--- src/rtl/bitblade_column_ctrl_if.sv ---
// Bundle of the column controller's job-request and control-output signals.
//
// Ports (as interface signals):
//   start, cfg_bitwidth, cfg_signed_x, cfg_signed_y, num_vectors : job request
//   state, signal, sign_x, sign_y, input_bitwidth                : column config
//   wbuf_load, ibuf_rd, acc_clear                                : datapath strobes
//   busy, done                                                   : job status
//   fsm_dbg                                                      : raw FSM state
//
// Handshake: a job is requested by holding start=1 across a rising edge while
// busy=0 (controller in IDLE). The controller raises busy the cycle after
// acceptance, keeps it high for the whole job, pulses done for exactly one
// cycle at the end, and ignores start (no queueing) while busy=1.
interface bitblade_column_ctrl_if #(
  parameter int CNT_W = 8
);
  logic             start;
  logic [1:0]       cfg_bitwidth;
  logic             cfg_signed_x;
  logic             cfg_signed_y;
  logic [CNT_W-1:0] num_vectors;

  logic [1:0]       state;
  logic [47:0]      signal;
  logic [3:0]       sign_x;
  logic [3:0]       sign_y;
  logic [1:0]       input_bitwidth;
  logic             wbuf_load;
  logic             ibuf_rd;
  logic             acc_clear;
  logic             busy;
  logic             done;
  logic [2:0]       fsm_dbg;

  modport master (
    output start, cfg_bitwidth, cfg_signed_x, cfg_signed_y, num_vectors,
    input  state, signal, sign_x, sign_y, input_bitwidth,
    input  wbuf_load, ibuf_rd, acc_clear, busy, done, fsm_dbg
  );

  modport slave (
    input  start, cfg_bitwidth, cfg_signed_x, cfg_signed_y, num_vectors,
    output state, signal, sign_x, sign_y, input_bitwidth,
    output wbuf_load, ibuf_rd, acc_clear, busy, done, fsm_dbg
  );
endinterface

--- src/rtl/bitblade_column_ctrl.sv ---
// BitBlade column controller: sequences one column job
// (IDLE -> LOAD -> COMPUTE -> DRAIN -> DONE -> IDLE) and drives the per-PE
// shift codes and sign enables for the selected operand precision.
//
// Ports:
//   clk    : rising-edge clock
//   reset  : asynchronous, active-high; aborts any job, clears all outputs
//   bus    : bitblade_column_ctrl_if.slave (request in, config/strobes out)
//
// Parameters:
//   CNT_W        : width of num_vectors
//   DRAIN_CYCLES : column pipeline drain length (1..15)
module bitblade_column_ctrl #(
  parameter int CNT_W        = 8,
  parameter int DRAIN_CYCLES = 4
) (
  input  logic                  clk,
  input  logic                  reset,
  bitblade_column_ctrl_if.slave bus
);

  // Counter is at least 4 bits so a 15-cycle drain always fits.
  localparam int CW = (CNT_W > 4) ? CNT_W : 4;
  localparam logic [CW-1:0] DRAIN_LAST = CW'(DRAIN_CYCLES - 1);

  typedef enum logic [2:0] {
    S_IDLE    = 3'd0,
    S_LOAD    = 3'd1,
    S_COMPUTE = 3'd2,
    S_DRAIN   = 3'd3,
    S_DONE    = 3'd4
  } state_t;

  state_t        state_q, state_d;
  logic [CW-1:0] cnt_q, cnt_d;
  logic          accept;
  logic [1:0]    code_d;

  logic [1:0]    bw_norm;
  logic [47:0]   sig_d;
  logic [3:0]    sx_d, sy_d;

  assign bus.fsm_dbg = state_q;

  // Next-state logic. cnt_q holds "remaining cycles in this phase minus one";
  // during LOAD it holds the latched vector count N itself.
  always_comb begin
    state_d = state_q;
    cnt_d   = cnt_q;
    accept  = 1'b0;
    case (state_q)
      S_IDLE: begin
        if (bus.start) begin
          accept  = 1'b1;
          state_d = S_LOAD;
          cnt_d   = CW'(bus.num_vectors);
        end
      end
      S_LOAD: begin
        if (cnt_q == '0) begin
          state_d = S_DRAIN;
          cnt_d   = DRAIN_LAST;
        end else begin
          state_d = S_COMPUTE;
          cnt_d   = cnt_q - CW'(1);
        end
      end
      S_COMPUTE: begin
        if (cnt_q == '0) begin
          state_d = S_DRAIN;
          cnt_d   = DRAIN_LAST;
        end else begin
          cnt_d = cnt_q - CW'(1);
        end
      end
      S_DRAIN: begin
        if (cnt_q == '0) begin
          state_d = S_DONE;
        end else begin
          cnt_d = cnt_q - CW'(1);
        end
      end
      S_DONE:  state_d = S_IDLE;
      default: state_d = S_IDLE;
    endcase
  end

  // External state code merges DRAIN and DONE.
  always_comb begin
    code_d = 2'b00;
    case (state_d)
      S_IDLE:    code_d = 2'b00;
      S_LOAD:    code_d = 2'b01;
      S_COMPUTE: code_d = 2'b10;
      S_DRAIN:   code_d = 2'b11;
      S_DONE:    code_d = 2'b11;
      default:   code_d = 2'b00;
    endcase
  end

  // Per-PE configuration from the request inputs. 2'b11 is folded into 8b so
  // every downstream consumer (including the weight MUX) sees one encoding.
  // PE i sits at row r=i/4, column c=i%4; its partial product is shifted by
  // 2k bits where k is the sum of the 2-bit chunk positions of r and c.
  always_comb begin
    logic [1:0] r;
    logic [1:0] c;
    logic [2:0] k;
    logic       msb;
    bw_norm = (bus.cfg_bitwidth == 2'b11) ? 2'b10 : bus.cfg_bitwidth;
    sig_d   = '0;
    sx_d    = '0;
    sy_d    = '0;
    r       = '0;
    c       = '0;
    k       = '0;
    msb     = 1'b0;
    for (int i = 0; i < 16; i++) begin
      r = i[3:2];
      c = i[1:0];
      case (bw_norm)
        2'b10:   k = {1'b0, r} + {1'b0, c};
        2'b01:   k = {2'b00, r[0]} + {2'b00, c[0]};
        default: k = 3'd0;
      endcase
      sig_d[3*i +: 3] = k;
    end
    // Sign extension applies only to the chunk holding the operand MSB.
    for (int j = 0; j < 4; j++) begin
      case (bw_norm)
        2'b10:   msb = (j == 3);
        2'b01:   msb = j[0];
        default: msb = 1'b1;
      endcase
      sx_d[j] = bus.cfg_signed_x & msb;
      sy_d[j] = bus.cfg_signed_y & msb;
    end
  end

  // State register plus registered outputs; outputs are decoded from the
  // next state so they line up with the state they describe.
  always_ff @(posedge clk or posedge reset) begin
    if (reset) begin
      state_q            <= S_IDLE;
      cnt_q              <= '0;
      bus.state          <= 2'b00;
      bus.signal         <= '0;
      bus.sign_x         <= '0;
      bus.sign_y         <= '0;
      bus.input_bitwidth <= 2'b00;
      bus.wbuf_load      <= 1'b0;
      bus.ibuf_rd        <= 1'b0;
      bus.acc_clear      <= 1'b0;
      bus.busy           <= 1'b0;
      bus.done           <= 1'b0;
    end else begin
      state_q       <= state_d;
      cnt_q         <= cnt_d;
      bus.state     <= code_d;
      bus.wbuf_load <= (state_d == S_LOAD);
      bus.acc_clear <= (state_d == S_LOAD);
      bus.ibuf_rd   <= (state_d == S_COMPUTE);
      bus.busy      <= (state_d != S_IDLE);
      bus.done      <= (state_d == S_DONE);
      // Configuration is captured only at acceptance and then held through
      // DONE and the following IDLE period.
      if (accept) begin
        bus.signal         <= sig_d;
        bus.sign_x         <= sx_d;
        bus.sign_y         <= sy_d;
        bus.input_bitwidth <= bw_norm;
      end
    end
  end

endmodule

--- src/flat_wrapper.sv ---
// flat-port wrapper written by rule: the top's interface ports become plain ports
module bitblade_column_ctrl_flat 
#(
  parameter int CNT_W        = 8,
  parameter int DRAIN_CYCLES = 4
)
  (clk, reset, bus_start, bus_cfg_bitwidth, bus_cfg_signed_x, bus_cfg_signed_y, bus_num_vectors, bus_state, bus_signal, bus_sign_x, bus_sign_y, bus_input_bitwidth, bus_wbuf_load, bus_ibuf_rd, bus_acc_clear, bus_busy, bus_done, bus_fsm_dbg);
  bitblade_column_ctrl_if #(.CNT_W(CNT_W)) bus_i ();
  input  logic clk;
  input  logic reset;
  input wire logic [$bits(bus_i.start)-1:0] bus_start;
  input wire logic [$bits(bus_i.cfg_bitwidth)-1:0] bus_cfg_bitwidth;
  input wire logic [$bits(bus_i.cfg_signed_x)-1:0] bus_cfg_signed_x;
  input wire logic [$bits(bus_i.cfg_signed_y)-1:0] bus_cfg_signed_y;
  input wire logic [$bits(bus_i.num_vectors)-1:0] bus_num_vectors;
  output wire logic [$bits(bus_i.state)-1:0] bus_state;
  output wire logic [$bits(bus_i.signal)-1:0] bus_signal;
  output wire logic [$bits(bus_i.sign_x)-1:0] bus_sign_x;
  output wire logic [$bits(bus_i.sign_y)-1:0] bus_sign_y;
  output wire logic [$bits(bus_i.input_bitwidth)-1:0] bus_input_bitwidth;
  output wire logic [$bits(bus_i.wbuf_load)-1:0] bus_wbuf_load;
  output wire logic [$bits(bus_i.ibuf_rd)-1:0] bus_ibuf_rd;
  output wire logic [$bits(bus_i.acc_clear)-1:0] bus_acc_clear;
  output wire logic [$bits(bus_i.busy)-1:0] bus_busy;
  output wire logic [$bits(bus_i.done)-1:0] bus_done;
  output wire logic [$bits(bus_i.fsm_dbg)-1:0] bus_fsm_dbg;
  assign bus_i.start = bus_start;
  assign bus_i.cfg_bitwidth = bus_cfg_bitwidth;
  assign bus_i.cfg_signed_x = bus_cfg_signed_x;
  assign bus_i.cfg_signed_y = bus_cfg_signed_y;
  assign bus_i.num_vectors = bus_num_vectors;
  assign bus_state = bus_i.state;
  assign bus_signal = bus_i.signal;
  assign bus_sign_x = bus_i.sign_x;
  assign bus_sign_y = bus_i.sign_y;
  assign bus_input_bitwidth = bus_i.input_bitwidth;
  assign bus_wbuf_load = bus_i.wbuf_load;
  assign bus_ibuf_rd = bus_i.ibuf_rd;
  assign bus_acc_clear = bus_i.acc_clear;
  assign bus_busy = bus_i.busy;
  assign bus_done = bus_i.done;
  assign bus_fsm_dbg = bus_i.fsm_dbg;
  bitblade_column_ctrl #(.CNT_W(CNT_W), .DRAIN_CYCLES(DRAIN_CYCLES)) u_core (.clk(clk), .reset(reset), .bus(bus_i));
endmodule
--- config.mk ---
export PLATFORM = sky130hd
export DESIGN_NAME = bitblade_column_ctrl_flat
export DESIGN_NICKNAME = d
export VERILOG_FILES = /design/src/rtl/bitblade_column_ctrl_if.sv /design/src/rtl/bitblade_column_ctrl.sv /design/src/flat_wrapper.sv
export SDC_FILE = /design/constraint.sdc
export NUM_CORES = 1
export LEC_CHECK = 0
export CORE_MARGIN = 3
export CORE_UTILIZATION = 41
export DETAILED_ROUTE_END_ITERATION = 16
export PLACE_DENSITY = 0.8
export SLEW_MARGIN = 10
export SYNTH_ARGS = -nofsm -noshare
export SYNTH_HDL_FRONTEND = slang
export SYNTH_SLANG_ARGS = --single-unit
export TNS_END_PERCENT = 30
--- constraint.sdc ---
create_clock -name clk -period 2.9 [get_ports clk]
set_clock_uncertainty 0.2 [all_clocks]
set_input_delay 0.58 -clock clk [delete_from_list [all_inputs] [get_ports clk]]
set_output_delay 0.58 -clock clk [all_outputs]
set_load 0.05 [all_outputs]
==> Word level (Yosys, flattened, before mapping) <==
Index checks and enable logic that the tools add are counted.
{ "word_totals": {"word_cells": 59, "regBits": 72, "out_inout_bits": 68} }
{ "op_classes": {"n_reduce_logical": 8, "mux": 23, "n_addsub": 1, "n_eq_ne": 12, "bitwise_logic": 4} }
{ "ops": {"columns": ["operator", "count"], "rows": [
  ["$mux W8", 3],
  ["$pmux W8 S3", 1],
  ["$pmux W3 S2", 3],
  ["$eq A3 B2 Y1 const B", 4],
  ["$mux W3", 4],
  ["$pmux W3 S4", 1],
  ["$logic_not A8 Y1", 1],
  ["$sub A8 B1 Y8 const B", 1],
  ["$eq A3 B1 Y1 const B", 2],
  ["$mux W1", 6],
  ["$mux W2", 3],
  ["$pmux W2 S3", 1],
  ["$reduce_bool A3 Y1", 2],
  ["$reduce_or A2 Y1", 3],
  ["$and A1 B1 Y1", 4],
  ["$eq A2 B2 Y1 const B", 2],
  ["$ne A2 B2 Y1 const B", 2],
  ["$pmux W2 S2", 1],
  ["$eq A3 B3 Y1 const B", 1],
  ["$logic_not A3 Y1", 1],
  ["$reduce_and A3 Y1", 1],
  ["$eq A2 B1 Y1 const B", 1]
]} }

==> Depth between registers and ports, before layout <==
Gate-level depths: netlist of run 1.
{ "depth": {"ltp_word": 6, "depth_mapped": 7} }

==> Worst setup path before layout of run 1 <==
Ideal clock, no wire load.
{ "synth_path": {"path_type": "register to register", "from": "register u_core.state_q[2] (netlist: u_core.bus.fsm_dbg[2])", "to": "register u_core.cnt_q[5]", "period_less_slack_ps": 1989, "setup_time_ps": 69, "arrival_time_ps": 1721, "slack_ps": 911, "n_path_buf": 2, "stages_incl_launch_ff": 7, "path_cell_list": "dfrtp_1 -> buf_2 -> or4b_1 -> inv_1 -> buf_2 -> a22oi_1 -> nand3_1"} }
{ "synth_between": {"elab_chain_cells": 4} }
{ "synth_rtl": {"columns": ["item", "line", "rtl"], "rows": [
  ["from (decl)", "bitblade_column_ctrl.sv:34", "state_t state_q, state_d;"],
  ["from (signal assigned)", "bitblade_column_ctrl.sv:157", "state_q <= state_d;"],
  ["$eq A3 B1 Y1 / $eq A3 B2 Y1 (equally long branches)", "bitblade_column_ctrl.sv:51", "case (state_q)"],
  ["$reduce_or A2 Y1 (no line)", null, null],
  ["$reduce_bool A3 Y1 (no line)", null, null],
  ["$reduce_and A3 Y1 (no line)", null, null],
  ["to (signal assigned)", "bitblade_column_ctrl.sv:158", "cnt_q <= cnt_d;"],
  ["to (decl)", "bitblade_column_ctrl.sv:35", "logic [CW-1:0] cnt_q, cnt_d;"]
]} }
Parallel ways exist; a longest one is shown, timed or not.
A chain may end at the register's enable or synchronous reset.

==> Worst setup path after layout of run 1 <==
{ "layout_path": {"from": "register u_core.state_q[1] (netlist: u_core.bus.fsm_dbg[1])", "to": "output port bus_fsm_dbg[1]"} }
{ "layout_rtl": {"columns": ["item", "line", "rtl"], "rows": [
  ["to (decl)", "flat_wrapper.sv:26", "output wire logic [$bits(bus_i.fsm_dbg)-1:0] bus_fsm_dbg;"]
]} }
No word-level cell between the ends.

==> summary.md, run 1 <==
| Metric | Value |
|---|---|
| Outcome | completed |
| Initial core utilization | between 40 and 50% |
| Rows | 23 |
| CP bufs+invs | 1 |
| Max clock buf depth | 2 |
| Worst path arrival time | ~1.7 ns |
| Setup Viol. Count Final | 0 |
| Max FO, Critical Path | 12 |
| Min-delay worst type | register to register |
| RSZ-0062 raised after global routing | no |
| CTS Hold Bufs | 0 |
| Tot GR Track Use | around an eighth |
| Grt ovf | 0 |
| CTS root buf | clkbuf_8 |
| Synthesized instance count | 194 |
| Fin nets | about 240 |
| Min-Delay Path Depth | 2 |
| Die Y | a little over 70 µm |
| Post-CTS setup buffer count | 0 |
| WL final | between 3000 and 4000 µm |
| Slew Limit Fails | 0 |
| Post-synth EDFFs | 0 |
| Area post-placement | between 0.002 and 0.0025 mm² |
| Number of vias per cell | 4.76 |
| Final instance area | 0.00215 mm² |
| Crit path depth | 1 |
| CP delay by family, top | buffers and inverters |
| Synthesized area per cell | between 9 and 10 µm² |
| Crit-path slowest cell | clkdlybuf4s50_1 |
| Area of the die | just over 0.005 mm² |
| Worst R2R Path Depth | 6 |
| Top-area cell type share of the netlist area | about two fifths |
| DRC errors left | 0 |
| Htree depth | 1 |
| Die X-Extent | about 71 µm |
| Final period util | a little under nine tenths |
| Setup TNS | 0 ns |
| Worst setup EP type | output port |
| Worst-path clk slew | around 0.10 ns |
| Vias in the first global route | about 1200 |
| Max-Cap Viols | 0 |
| Iter 0 DRT Violations | between 60 and 70 |
| Final Hold Viols | 0 |
| Slowest stage delay, CP | a little under 0.9 ns |
| TritonCTS clock tree | yes |
| Worst slew pin tran | 0.929 ns |
| Top post-synthesis cells by area | dfrtp_1 39%, buf_4 21%, nand2_1 6.6% |
| Share of post-route cells with drive strength above 1 | under 10% |
| Core ar. | 0.00406 mm² |
| Total CTS buffers | 3 |
| Area of the mapped netlist | around 0.0018 mm² |
| DR vias | 1313 |
| Clock Latency Late Sink | between 0.2 and 0.3 ns |
| Required @ worst endpoint | ~2.1 ns |
| PostCTS Resize Cnt | 0 |
| Crit path cell chain | clkdlybuf4s50_1 |
| Register area share after synthesis | between 30% and 40% |
| TritonCTS sink count | 27 |
| I/O pin count | 83 |
| Flops & latches, synth | 27 |
| FMAX | ~400 MHz |
| ANT cells | 0 |
| Port Buffer Count | 58 |
| Pin count of the biggest net entering global routing | 28 |
| Yosys warns | 0 |
| Post-synthesis cell type count | 47 |
| Drt wl/cell | 11.8 µm |
| Yosys top cell by area | dfrtp_1 |
| First-pass iteration count of the detailed router | 4 |
| Final core utilization | a little over half |
| Post-synth ARST share | 100% |
| First-pass GRT wire length | 5120 µm |
| Predominant post-synthesis flop cell | dfrtp_1 |
| RD Place Congestion | slightly below 0.9 |
| Area Overhead vs Synth | 22.8% |
| Crit Path Category | register to output port |
| ANT nets after route | 0 |
| Final HPWL DP | 2610 µm |
| Startpoint Class | register |
| Initial antenna violation count | 0 |
| Slew headroom | 37.9% |
| Fin crit period | between 2 and 2.5 ns |
==> Yosys cell counts, types with 2 or more instances <==
library cell  number
buf_4             49
nand2_1           31
dfrtp_1           27
a21oi_1            7
buf_2              6
inv_1              6
nor2_1             5
o21ai_0            5
a211oi_1           4
o21ai_1            4
and3_1             3
nand3_1            3
nand3b_1           3
o211ai_1           3
clkbuf_1           2
nor3_1             2
nor3b_1            2
o22ai_1            2
or4_1              2
==> cells in the final DEF (no fill, tap or decap), types with 2 or more instances in the layout <==
cell              n
o211ai_1          3
or4_1             2
a211oi_1          4
o21ai_1           4
a21oi_1           7
nand2_1          31
nor2_1            5
nor3_1            2
dfrtp_1          27
o22ai_1           2
nand3b_1          3
conb_1           24
nor3b_1           2
inv_1             6
buf_4             5
clkdlybuf4s50_1  58
o21ai_0           5
clkbuf_8          3
nand3_1           3
and3_1            3
==> state kept, by name, indices dropped and copies added (netlist names) <==
register and flops:
u_core.bus.done 1, u_core.bus.ibuf_rd 1, u_core.bus.busy 1, u_core.bus.sign_y 3, u_core.bus.signal 3, u_core.bus.sign_x 3, u_core.bus.state 2, u_core.bus.input_bitwidth 1
u_core.cnt_q 8, u_core.bus.wbuf_load 1, u_core.bus.fsm_dbg 3
==> worst paths after layout <==
path | startpoint | endpoint | slack, ns
worst max-delay path | u_core.bus.fsm_dbg[1] | bus_fsm_dbg[1] | 0.42
worst min-delay path | u_core.bus.sign_y[1] | u_core.bus.sign_y[1] | 0.27
worst max register to register | u_core.bus.fsm_dbg[0] | u_core.cnt_q[6] | 0.56
worst min register to register | u_core.bus.sign_y[1] | u_core.bus.sign_y[1] | 0.27
max in group asynchronous | reset | u_core.bus.sign_y[1] | 1.78
min in group asynchronous | reset | u_core.bus.signal[16] | 0.45
==> cell families after synthesis <==
logic type / share of synthesized area [%]
buffers and inverters: 25.0
DFF: 38.5
and+or+nand+nor: 21.3
other: 0.214
xor gates and xnor gates: 0.999
adders and majority gates: 0.713
AOI/OAI and AO/OA: 13.2
==> cell type report <==
cell class	count	area, µm²
Timing Repair Buffer	63	618
Multi-Input combinational cell	126	726
Clock buffer	3	41.3
Fill cell	385	1900
Clock inverter	1	8.76
Sequential cell	27	676
Tap cell	50	62.6
Inverter	6	22.5
==> through the flow <==
| step | hold slack (ns) | std cells | setup WS [ns] |
|---|---|---|---|
| floorplan | 0.286 | 217 | 0.911 |
| global placement | 0.252 | 272 | 0.552 |
| detailed placement | 0.256 | 272 | 0.484 |
| CTS | 0.277 | 276 | 0.403 |
| global route | 0.317 | 276 | 0.331 |
| finish | 0.275 | 276 | 0.419 |
==> layer usage <==
layer / share of wire, % / GRT usage (%) / up-vias
met5: 0 / 0 / -
met4: 0.21 / 2.09 / 0
met3: 9.5 / 1.96 / 2
met2: 47 / 21.2 / 69
met1: 44 / 16.2 / 588
li1: - / - / 654
Power of run 1 is not shown: default switching activity piles up to over one toggle a cycle in this logic, so the estimate is an artifact.
==> run 2: changes to the inputs <==
--- a/config.mk
+++ b/config.mk
@@ -13,4 +13,3 @@
 export SYNTH_ARGS = -nofsm -noshare
 export SYNTH_HDL_FRONTEND = slang
 export SYNTH_SLANG_ARGS = --single-unit
-export TNS_END_PERCENT = 30
==> results of run 2 <==
No change in the layout: final DEF, timing and power equal those of run 1.
Power of run 2 is left out for the same reason.
==> run 3: changes to the inputs <==
--- a/config.mk
+++ b/config.mk
@@ -8,6 +8,7 @@
 export CORE_MARGIN = 3
 export CORE_UTILIZATION = 41
 export DETAILED_ROUTE_END_ITERATION = 16
+export GPL_ROUTABILITY_DRIVEN = 0
 export PLACE_DENSITY = 0.8
 export SLEW_MARGIN = 10
 export SYNTH_ARGS = -nofsm -noshare
==> results of run 3 <==
No change in the layout: final DEF, timing and power equal those of run 1.
Power of run 3 is left out for the same reason.
